==> src/rtl/fifo_level.sv <==
// fifo_level: single-clock FIFO with guarded push/pop, exact fill level,
// almost-full/almost-empty thresholds, sticky error flags and an optional
// show-ahead (first-word-fall-through) read port.
//
// Handshake: wr_en_i and rd_en_i are requests, not commands. A push is
// accepted (push_ok) when the FIFO is not full, or when a pop is accepted
// in the same cycle. A pop is accepted (pop_ok) only when the FIFO is not
// empty. Rejected requests change no state except the sticky error flags.
// In standard mode, rd_valid_o pulses for one cycle, on the cycle after
// the accepted pop. In show-ahead mode, rd_valid_o/rd_data_o present the
// head word, and rd_en_i acknowledges it.
module fifo_level #(
    parameter int DEPTH_WIDTH  = 4,
    parameter int DATA_WIDTH   = 8,
    parameter bit FWFT         = 1'b0,
    parameter int AFULL_LEVEL  = (2 ** DEPTH_WIDTH) - 2,
    parameter int AEMPTY_LEVEL = 1
) (
    input  logic                  clk,
    input  logic                  rst_n,
    input  logic [DATA_WIDTH-1:0] wr_data_i,
    input  logic                  wr_en_i,
    input  logic                  rd_en_i,
    input  logic                  err_clr_i,
    output logic [DATA_WIDTH-1:0] rd_data_o,
    output logic                  rd_valid_o,
    output logic                  full_o,
    output logic                  empty_o,
    output logic                  almost_full_o,
    output logic                  almost_empty_o,
    output logic [DEPTH_WIDTH:0]  level_o,
    output logic                  overflow_o,
    output logic                  underflow_o
);

    localparam int DEPTH = 2 ** DEPTH_WIDTH;
    localparam int PW    = DEPTH_WIDTH + 1;

    localparam logic [PW-1:0] DEPTH_L  = PW'(DEPTH);
    localparam logic [PW-1:0] AFULL_L  = PW'(AFULL_LEVEL);
    localparam logic [PW-1:0] AEMPTY_L = PW'(AEMPTY_LEVEL);

    // Parameter sanity checks, evaluated at elaboration.
    if (DEPTH_WIDTH <= 0) begin : g_bad_depth
        $error("fifo_level: DEPTH_WIDTH must be > 0");
    end
    if (DATA_WIDTH <= 0) begin : g_bad_width
        $error("fifo_level: DATA_WIDTH must be > 0");
    end
    if (AFULL_LEVEL < 1 || AFULL_LEVEL > DEPTH) begin : g_bad_afull
        $error("fifo_level: AFULL_LEVEL out of range 1..DEPTH");
    end
    if (AEMPTY_LEVEL < 0 || AEMPTY_LEVEL > DEPTH - 1) begin : g_bad_aempty
        $error("fifo_level: AEMPTY_LEVEL out of range 0..DEPTH-1");
    end

    logic [DATA_WIDTH-1:0] mem_q [DEPTH];

    logic [PW-1:0] wr_ptr_q, wr_ptr_d;
    logic [PW-1:0] rd_ptr_q, rd_ptr_d;
    logic [PW-1:0] level_q, level_d;
    logic          overflow_q, overflow_d;
    logic          underflow_q, underflow_d;

    logic push_ok;
    logic pop_ok;

    // Flags come only from the registered level, so they move on the same
    // edge as level_o and never combinationally from the request inputs.
    assign empty_o        = (level_q == '0);
    assign full_o         = (level_q == DEPTH_L);
    assign almost_full_o  = (level_q >= AFULL_L);
    assign almost_empty_o = (level_q <= AEMPTY_L);
    assign level_o        = level_q;
    assign overflow_o     = overflow_q;
    assign underflow_o    = underflow_q;

    // Acceptance; a full FIFO still takes a push when a pop frees a slot.
    always_comb begin
        pop_ok  = rd_en_i & ~empty_o;
        push_ok = wr_en_i & (~full_o | pop_ok);
    end

    // Next-state for pointers, level and sticky error flags.
    always_comb begin
        wr_ptr_d    = wr_ptr_q;
        rd_ptr_d    = rd_ptr_q;
        level_d     = level_q;
        overflow_d  = overflow_q;
        underflow_d = underflow_q;

        if (push_ok) begin
            wr_ptr_d = wr_ptr_q + PW'(1);
        end
        if (pop_ok) begin
            rd_ptr_d = rd_ptr_q + PW'(1);
        end
        if (push_ok && !pop_ok) begin
            level_d = level_q + PW'(1);
        end else if (pop_ok && !push_ok) begin
            level_d = level_q - PW'(1);
        end

        // Clear first, so a coinciding new error event wins.
        if (err_clr_i) begin
            overflow_d  = 1'b0;
            underflow_d = 1'b0;
        end
        if (wr_en_i && !push_ok) begin
            overflow_d = 1'b1;
        end
        if (rd_en_i && !pop_ok) begin
            underflow_d = 1'b1;
        end
    end

    // Control state register with asynchronous reset.
    always_ff @(posedge clk or negedge rst_n) begin
        if (!rst_n) begin
            wr_ptr_q    <= '0;
            rd_ptr_q    <= '0;
            level_q     <= '0;
            overflow_q  <= 1'b0;
            underflow_q <= 1'b0;
        end else begin
            wr_ptr_q    <= wr_ptr_d;
            rd_ptr_q    <= rd_ptr_d;
            level_q     <= level_d;
            overflow_q  <= overflow_d;
            underflow_q <= underflow_d;
        end
    end

    // Storage array; written only on an accepted push, never reset.
    always_ff @(posedge clk) begin
        if (push_ok) begin
            mem_q[wr_ptr_q[DEPTH_WIDTH-1:0]] <= wr_data_i;
        end
    end

    if (FWFT) begin : g_fwft
        // Show-ahead: the head word is presented directly from the array.
        always_comb begin
            rd_data_o  = mem_q[rd_ptr_q[DEPTH_WIDTH-1:0]];
            rd_valid_o = ~empty_o;
        end
    end else begin : g_std
        logic [DATA_WIDTH-1:0] rd_data_q, rd_data_d;
        logic                  rd_valid_q, rd_valid_d;

        // Registered read: load the head word on an accepted pop, else hold.
        always_comb begin
            rd_data_d  = rd_data_q;
            rd_valid_d = pop_ok;
            if (pop_ok) begin
                rd_data_d = mem_q[rd_ptr_q[DEPTH_WIDTH-1:0]];
            end
        end

        // Read port register with asynchronous reset.
        always_ff @(posedge clk or negedge rst_n) begin
            if (!rst_n) begin
                rd_data_q  <= '0;
                rd_valid_q <= 1'b0;
            end else begin
                rd_data_q  <= rd_data_d;
                rd_valid_q <= rd_valid_d;
            end
        end

        always_comb begin
            rd_data_o  = rd_data_q;
            rd_valid_o = rd_valid_q;
        end
    end

endmodule

==> config.mk <==
export PLATFORM = sky130hd
export DESIGN_NAME = fifo_level
export DESIGN_NICKNAME = d
export VERILOG_FILES = /design/src/rtl/fifo_level.sv
export SDC_FILE = /design/constraint.sdc
export NUM_CORES = 1
export LEC_CHECK = 0
export BUFFER_PORTS_ARGS = -buffer_cell sky130_fd_sc_hd__buf_2
export CAP_MARGIN = 20
export CORE_AREA = 8 8 212 133
export DETAILED_ROUTE_END_ITERATION = 16
export DIE_AREA = 0 0 220 141
export SETUP_SLACK_MARGIN = 0.02
export SLEW_MARGIN = 20
export SYNTH_ARGS = -nofsm -noshare
export SYNTH_HDL_FRONTEND = slang
export SYNTH_SLANG_ARGS = --single-unit
==> constraint.sdc <==
create_clock -name clk -period 4.7 [get_ports clk]
set_clock_uncertainty 0.1 [all_clocks]
set_input_delay 0.47 -clock clk [delete_from_list [all_inputs] [get_ports clk]]
set_output_delay 0.47 -clock clk [all_outputs]
set_load 0.02 [all_outputs]
==> impl_metrics.csv, run 1 <==
group,metric,value,unit
critical_path,cp_num_buf_inv,1,
synth,syn_inst,318,
critical_path,crit_start,"level_o[0]",
sta,finalCritPeriodShare,0.595,
sta,rsz0062_at_grt,"false",
grt,grtUsageTotal,0.0872,
clocking,cts_buffer_depth,2,
placement,dp.cells,667,
clocking,clk_latency,430,ps
power,internal_power,2930,uW
layout,layout-drive-gt1-share,0.272,
sta,setup-tns-final,0,ps
critical_path,crit_type,"reg2reg",
critical_path,critPathCapture,"mem_q[7][2]",
route,wl_per_cell,18.8,um
grt,grt_pass1_vias,3109,
outcome,run_status,"completed",
critical_path,path_delay_family,"simple AND/OR/NAND/NOR gates",
floorplan,start_util,0.247,
power,irDropWorstVdd,231,uV
power,switching_share,0.340,
route,drc,0,
route,drt_pass1_iterations,7,
power,power.share.clock,0.308,
placement,port_buffers,32,
clocking,cts_sinks,152,
route,drt-total-wl,13.1,mm
floorplan,die_h,141,um
critical_path,crit_fanout,9,
critical_path,arrival,2750,ps
layout,fin_cells,700,
floorplan,fp-row-count,45,
critical_path,r2r-start,"level_o[0]",
power,p_per_area,612,nW/um^2
clocking,cts-root-buf,"clkbuf_16",
sta,maxSlewHeadroom,0.358,
clocking,htree_levels,4,
grt,grt_overflow_total,0,
floorplan,core,24900,um^2
grt,antenna_found_initial,0,
synth,syn-num-nets,342,
synth,avgSynthCellArea,19.3,um^2
critical_path,crit_chain,"inv_1, ha_1, nand4bb_1, o21a_1, nand2_1, nor2_1",
synth,yosysWarnings,0,
grt,grt_first_pass_wirelength,19.7,mm
critical_path,critPathRequiredTime,4650,ps
sta,tightest_slew,960,ps
route,dr_total_vias,2975,
clocking,cts.clk_slew.worst_paths,70,ps
sta,drv_slew,0,
run,drv_cap,0,
layout,layout_commonest_cell,"edfxtp_1",
critical_path,r2r_end,"mem_q[7][2]",
power,leakagePower,0.00250,uW
sta,setup-violations-final,0,
synth,ys_types,34,
synth,ys_ff_latch,152,
power,p_sw,1510,uW
critical_path,reg2reg_slack,1900,ps
route,drt_iter0_markers,295,
hold_path,hp-class,"in2reg",
route,ant_nets,0,
floorplan,io_pins,33,
layout,stdcell_area,7250,um^2
floorplan,die_area,31000,um^2
layout,area_delta_synth_final,18.1,%
layout,nets,382,
synth,seq_area_frac_synth,0.724,
floorplan,die_w,220,um
clocking,cts_buffers,17,
synth,syn_area,6140,um^2
sta,period_needed,2800,ps
power,p_seq_frac,0.438,
critical_path,worst-path-stages,6,
sta,fmax,358,MHz
grt,grt_max_degree,25,
clocking,cts_tree,"built",
critical_path,r2r_cells,6,
critical_path,max_stage_delay,730,ps
power,power_frac_comb,0.254,
placement,dp_hpwl,8.85,mm
clocking,cts_setup_buffers,0,
placement,place_congestion,0.797,
critical_path,critPathCaptureType,"flop",
layout,diodes,0,
placement,dpl_cell_area,6630,um^2
layout,layout_common_cells,"edfxtp_1 (128), buf_2 (32), mux4_2 (26)",
critical_path,crit_path_start_kind,"flop",
route,drt-vias-per-instance,4.25,
critical_path,crit_slowest_cell,"nor2_1",
sta,finalHoldViolCount,0,
[cell families (layout without fill, tap and decap cells)]
family,Yosys count,count (layout),share of synthesized area
multiplexers,48,48,0.147
flip-flops,152,152,0.724
AND/OR/NAND/NOR,56,56,0.0455
AO/OA/AOI/OAI,17,17,0.0224
XOR/XNOR,11,11,0.0157
adder cells (fa/ha/maj),11,11,0.0224
buffers and inverters,23,76,0.0226
[worst reg2reg max path: stages, from the launching register on]
cell and delay [ps]:
dfrtp_1 480, inv_1 120, ha_1 250, nand4bb_1 160
o21a_1 350, nand2_1 230, nor2_1 730
[cell usage after synthesis]
| cell | count | area [um^2] |
|---|---|---|
| nor4b_4 | 1 | 23.8 |
| a2111oi_2 | 1 | 15.0 |
| inv_2 | 1 | 3.75 |
| o221ai_1 | 7 | 61.3 |
| nand2_1 | 20 | 75.1 |
| buf_6 | 3 | 33.8 |
| mux2i_1 | 16 | 160 |
| a311oi_1 | 1 | 8.76 |
| mux4_1 | 6 | 158 |
| inv_1 | 6 | 22.5 |
| buf_4 | 7 | 52.6 |
| nor2_1 | 18 | 67.6 |
| clkbuf_1 | 2 | 7.51 |
| buf_1 | 1 | 3.75 |
| dfrtp_1 | 24 | 601 |
| nand4_1 | 4 | 25.0 |
| mux4_2 | 26 | 586 |
| a21oi_1 | 2 | 10.0 |
| xnor2_1 | 7 | 61.3 |
| xor2_1 | 4 | 35.0 |
| or4b_1 | 1 | 10.0 |
| nand2b_2 | 1 | 8.76 |
| buf_2 | 3 | 15.0 |
| o21ai_0 | 2 | 10.0 |
| a22o_1 | 2 | 17.5 |
| nand4bb_1 | 1 | 11.3 |
| nor2b_1 | 1 | 6.26 |
| o211ai_1 | 1 | 7.51 |
| nand2b_1 | 4 | 25.0 |
| o21a_1 | 1 | 7.51 |
| ha_1 | 11 | 138 |
| nor4_1 | 1 | 6.26 |
| edfxtp_1 | 128 | 3840 |
| nor3_1 | 4 | 20.0 |
[per-stage QoR]
step / hold WS (ps) / util / setup WS [ps] / power (uW)
finish: 197 / 0.291 / 1900 / 4440
floorplan: 74.4 / - / 2090 / 2760
global route: 191 / 0.291 / 1680 / 4660
global placement: 390 / 0.266 / 1830 / 3080
CTS: 186 / 0.291 / 1660 / 4480
detailed placement: 380 / 0.266 / 1650 / 3120
[worst min-delay path by stage]
stage                               to  depth (start not counted)  slack (ps)    startpoint
after global routing        overflow_o                          2         190       wr_en_i
after detailed placement  rd_data_o[1]                          2         380  rd_data_o[1]
after floorplan             level_o[0]                          0          70         rst_n
final                       overflow_o                          2         200       wr_en_i
after global placement    rd_data_o[6]                          2         390  rd_data_o[6]
after CTS                   overflow_o                          2         190       wr_en_i
[layer usage]
| metal | share of wire | vias to the layer above | track usage |
|---|---|---|---|
| met5 | 0 | - | 0 |
| met4 | 0.0039 | 0 | 0.0250 |
| met3 | 0.10 | 4 | 0.0365 |
| met2 | 0.41 | 108 | 0.116 |
| met1 | 0.48 | 1519 | 0.126 |
| li1 | - | 1344 | - |
[power groups by stage]
| stage | combinational [uW] | clock (uW) | sequential (uW) |
|---|---|---|---|
| 3_5_place_dp | 1150 | 0 | 1970 |
| 5_1_grt | 1230 | 1450 | 1980 |
| 3_3_place_gp | 1120 | 0 | 1960 |
| 2_1_floorplan | 901 | 0 | 1860 |
| 6_report | 1130 | 1370 | 1940 |
| 4_1_cts | 1150 | 1390 | 1940 |
[cell type report]
cell class / instances / area, um^2
Fill cell: 2469 / 17600
Sequential cell: 152 / 4440
Multi-Input combinational cell: 143 / 1570
Clock buffer: 17 / 425
Tap cell: 329 / 412
Timing Repair Buffer: 37 / 200
Clock inverter: 15 / 174
Inverter: 7 / 26.3
[registers in the layout (all words and copies together) (netlist names)]
name,count
rd_valid_o,1
mem_q,128
wr_ptr_q,4
level_o,5
overflow_o,1
rd_ptr_q,4
rd_data_o,8
underflow_o,1
[timing repair]
| action | in CTS | in global routing |
|---|---|---|
| hold buffers | 1 | 0 |
| hold endpoints to repair | 24 | 0 |
| gates resized for setup | 0 | 0 |
(Power assumes the default switching activity.)
==> run 2, diff against run 1 <==
==> constraint.sdc (replaced) <==
create_clock -name clk -period 2.5 [get_ports clk]
set_clock_uncertainty 0.1 [all_clocks]
set_input_delay 0.25 -clock clk [delete_from_list [all_inputs] [get_ports clk]]
set_output_delay 0.25 -clock clk [all_outputs]
set_load 0.02 [all_outputs]
==> run 2 against run 1 <==
Against the previous run:
- total power is 91% higher
- critical path type unchanged
- count of clock-buffer cells in the layout increased by 1
- clock power rose by 84%
- largest cell class unchanged
- worst hold slack got worse by 170 ps
- maximum frequency increased by 19%
- largest power group unchanged
- non-clock buffer count up 23
==> impl_metrics.csv, run 2 (synthesis results as in run 1) <==
group,metric,value,unit
outcome,run_status,"completed",
sta,worst_slack,151,ps
critical_path,arrival,2580,ps
sta,maxSlewHeadroom,0.591,
hold_path,hold_end,"underflow_o",
clocking,cts_sinks,152,
critical_path,crit_path_start_kind,"flop",
critical_path,r2r_cells,8,
hold_path,hold_depth,2,
hold_path,hp-class,"in2reg",
grt,grtUsageTotal,0.0872,
critical_path,max_stage_delay,500,ps
clocking,cts_buffer_depth,2,
sta,period_needed,2350,ps
route,dr_total_vias,3087,
critical_path,worst-path-stages,8,
power,p_per_area,1140,nW/um^2
layout,stdcell_area,7430,um^2
route,ant_nets,0,
floorplan,core,24900,um^2
sta,hold_ws,28.0,ps
floorplan,start_util,0.247,
route,drt_iter0_markers,172,
route,wl_per_cell,18.0,um
sta,setup-violations-final,0,
clocking,cts-root-buf,"clkbuf_16",
sta,finalHoldViolCount,0,
layout,nets,405,
critical_path,path_delay_family,"simple AND/OR/NAND/NOR gates",
clocking,cts_buffers,17,
sta,fmax,426,MHz
route,drt-vias-per-instance,4.27,
grt,grt_overflow_total,0,
floorplan,io_pins,33,
placement,post-place-ws,163,ps
layout,layout_commonest_cell,"edfxtp_1",
critical_path,critPathCaptureType,"flop",
critical_path,r2r_end,"level_o[4]",
grt,grt_max_degree,35,
floorplan,die_h,141,um
grt,antenna_found_initial,0,
placement,dp_hpwl,8.59,mm
clocking,clk_latency,410,ps
power,finalPower,8450,uW
critical_path,r2r-start,"level_o[1]",
critical_path,crit_slowest_cell,"or4b_1",
floorplan,die_w,220,um
critical_path,crit_type,"reg2reg",
grt,grt_first_pass_wirelength,20.1,mm
hold_path,min_from,"rd_en_i",
layout,layout_common_cells,"edfxtp_1 (128), buf_2 (32), mux4_2 (26)",
critical_path,cp_num_buf_inv,1,
placement,dpl_cell_area,6820,um^2
route,drc,0,
layout,layout-drive-gt1-share,0.302,
route,drt-total-wl,13.0,mm
clocking,cts.clk_slew.worst_paths,60,ps
layout,largest_reg_flops,128,
critical_path,crit_chain,"inv_1, ha_1, nand4bb_1, o21a_1, ha_2, or4b_1, a21oi_2, xor2_1",
power,irDropWorstVdd,509,uV
critical_path,reg2reg_slack,150,ps
placement,port_buffers,32,
grt,grt_pass1_vias,3261,
floorplan,fp-row-count,45,
sta,tightest_slew,613,ps
placement,place_congestion,0.781,
critical_path,crit_fanout,6,
run,drv_cap,0,
layout,diodes,0,
sta,finalCritPeriodShare,0.940,
clocking,cts_tree,"built",
critical_path,critPathRequiredTime,2730,ps
sta,setup-tns-final,0,ps
layout,area_delta_synth_final,21.1,%
route,drt_pass1_iterations,6,
power,leakagePower,0.00261,uW
floorplan,die_area,31000,um^2
sta,drv_slew,0,
clocking,htree_levels,4,
[run 2: cell count changes in the layout (fill, tap and decap cells not counted), sizes merged]
cell and change:
dlygate4sd3 +1, buf +22, clkbuf +1, clkinvlp +1, inv -4, bufinv +2
[run 2: how the worst max path moves through the flow]
stage	startpoint	end	slack (ps)
global route	level_o[1]	level_o[4]	-10
global placement	level_o[1]	level_o[4]	220
finish	level_o[1]	level_o[4]	150
floorplan	level_o[0]	level_o[4]	50
CTS	level_o[1]	level_o[4]	140
detailed placement	level_o[1]	level_o[4]	160
[run 2: metal layers]
layer  up-vias  global-route usage  wire [um]
met5         -                   0          0
met1      1607               0.131       6790
li1       1395                   -          -
met3        11              0.0263        796
met2        74               0.116       5290
met4         0              0.0289        108
[run 2: layout make-up]
type                    instances  area, um^2
clock buffers                  18         429
clock inverters                14         146
fillers                      2438       17500
inverters                       7        26.3
multi-input cells             143        1560
flip-flops and latches        152        4450
well taps                     329         412
repair buffers                 60         413
[run 2: worst register-to-register path: stages (launching register included)]
cell and delay [ps]:
dfrtp_2 440, inv_1 110, ha_1 180, nand4bb_1 150, o21a_1 240, ha_2 230, or4b_1 500, a21oi_2 150
xor2_1 170
[run 2: stage by stage]
stage / std cells / util
2_1_floorplan: 318 / -
4_1_cts: 721 / 0.298
6_report: 723 / 0.299
3_5_place_dp: 687 / 0.274
5_1_grt: 723 / 0.299
3_3_place_gp: 687 / 0.274
[run 2: where the power goes]
group          switching [uW]  internal (uW)  total [uW]
Sequential                273           3150        3420
Combinational            1370           1150        2510
Clock                    1040           1480        2520
[run 2: timing repair]
item                                    CTS  global route
setup buffers                             0             2
hold buffers                              2             0
resized for setup                         0             1
endpoints found under the setup margin    0             1
hold endpoints to repair                 25             0
==> run 3, diff against run 2 <==
--- a/config.mk
+++ b/config.mk
@@ -10,6 +10,7 @@
 export CORE_AREA = 8 8 212 133
 export DETAILED_ROUTE_END_ITERATION = 16
 export DIE_AREA = 0 0 220 141
+export PLACE_DENSITY = 0.51
 export SETUP_SLACK_MARGIN = 0.02
 export SLEW_MARGIN = 20
 export SYNTH_ARGS = -nofsm -noshare
==> run 3 against run 2 <==
Against the previous run:
- worst hold slack better by 6.0 ps
- sequential cell count unchanged
- maximum frequency up 0.94%
==> impl_metrics.csv, run 3 (synthesis results as in run 1) <==
group,metric,value,unit
floorplan,die_h,141,um
route,wl_per_cell,18.9,um
floorplan,core,24900,um^2
route,drt_iter0_markers,199,
critical_path,crit_fanout,6,
run,drv_cap,0,
sta,period_needed,2330,ps
layout,layout_commonest_cell,"edfxtp_1",
power,finalPower,8410,uW
route,drt-vias-per-instance,4.24,
grt,grtUsageTotal,0.0917,
sta,fmax,430,MHz
sta,finalHoldViolCount,0,
critical_path,critPathCaptureType,"flop",
critical_path,crit_type,"reg2reg",
critical_path,crit_path_start_kind,"flop",
clocking,cts_tree,"built",
layout,layout_common_cells,"edfxtp_1 (128), buf_2 (32), mux4_2 (26)",
power,p_per_area,1140,nW/um^2
clocking,cts_buffers,17,
critical_path,r2r-start,"level_o[0]",
route,drc,0,
sta,rsz0062_at_grt,"false",
floorplan,die_area,31000,um^2
route,ant_nets,0,
sta,tightest_slew,894,ps
floorplan,io_pins,33,
power,irDropWorstVdd,515,uV
clocking,cts_sinks,152,
critical_path,critPathRequiredTime,2740,ps
clocking,htree_levels,4,
grt,grt_overflow_total,0,
hold_path,min_from,"rd_en_i",
layout,layout-drive-gt1-share,0.308,
placement,place_congestion,0.769,
route,drt-total-wl,13.6,mm
power,leakagePower,0.00258,uW
layout,seqCellArea,4450,um^2
floorplan,start_util,0.247,
clocking,cts-root-buf,"clkbuf_16",
sta,setup-tns-final,0,ps
grt,antenna_found_initial,0,
sta,finalCritPeriodShare,0.931,
clocking,cts_buffer_depth,2,
grt,grt_pass1_vias,3256,
hold_path,hp-class,"in2reg",
critical_path,crit_start,"level_o[0]",
layout,nFillCells,2459,
layout,multi_input_area,1570,um^2
outcome,run_status,"completed",
sta,drv_slew,0,
grt,grt_first_pass_wirelength,20.8,mm
floorplan,die_w,220,um
layout,area_delta_synth_final,20.4,%
critical_path,arrival,2570,ps
placement,port_buffers,32,
placement,dp_hpwl,9.07,mm
layout,nets,401,
clocking,cts.clk_slew.worst_paths,60,ps
clocking,clk_latency,420,ps
layout,largest_reg_flops,128,
route,dr_total_vias,3045,
layout,diodes,0,
sta,maxSlewHeadroom,0.402,
grt,grt_max_degree,35,
sta,setup-violations-final,0,
floorplan,fp-row-count,45,
route,drt_pass1_iterations,4,
## run 3: cell types whose count changed in the layout (fill, tap and decap cells not counted), sizes merged
cell      previous run  this run
bufinv               2         1
clkinv               6         5
clkinvlp             1         2
inv                 12        13
buf                 58        54
## run 3: worst paths after layout
path	endpoint	slack, ps	cells after the start
min in group asynchronous	underflow_o	270	2
worst min-delay path	underflow_o	30	2
worst min register to register	rd_data_o[6]	390	2
worst max-delay path	level_o[4]	170	8
worst max register to register	level_o[4]	170	8
max in group asynchronous	level_o[0]	1600	2
## run 3: area by class of cell
type / instances / share of cell area
Inverter: 7 / 0.00355
Sequential cell: 152 / 0.602
Clock buffer: 18 / 0.0581
Timing Repair Buffer: 56 / 0.0501
Multi-Input combinational cell: 143 / 0.212
Clock inverter: 14 / 0.0188
Tap cell: 329 / 0.0557
## run 3: through the flow
stage	setup slack, ps	hold WS, ps	area [um^2]	instances	utilization
2_1_floorplan	50.9	-146	6140	318	-
3_3_place_gp	99.6	186	6780	684	0.273
3_5_place_dp	43.0	199	6780	684	0.273
4_1_cts	31.5	3.80	7370	718	0.296
5_1_grt	24.9	28.3	7390	719	0.297
6_report	173	34.1	7390	719	0.297
## run 3: routing by layer
metal | vias up | share of wire | global-route usage
met5 | - | 0 | 0
met4 | 0 | 0.0042 | 0.0250
met2 | 66 | 0.44 | 0.130
met1 | 1594 | 0.51 | 0.131
met3 | 6 | 0.047 | 0.0316
li1 | 1379 | - | -
## run 3: power breakdown
| part | switching [uW] | internal (uW) |
|---|---|---|
| Sequential | 205 | 3150 |
| Combinational | 1430 | 1140 |
| Clock | 1090 | 1390 |
| Total | 2730 | 5680 |
## run 3: timing repair
| action | 4_1_cts | 5_1_grt |
|---|---|---|
| buffers inserted | 0 | 1 |
| endpoints found under the hold margin | 25 | 0 |
| hold buffers | 2 | 0 |
| resized for setup | 0 | 4 |
| endpoints found under the setup margin | 0 | 87 |
## run 3: worst max-delay path, stage by stage, from the launching register on
cell and delay (ps):
dfrtp_2 400, inv_1 100, ha_1 180, nand4bb_1 170
o21a_4 270, ha_2 230, or4b_1 460, a21oi_1 170
xor2_1 150
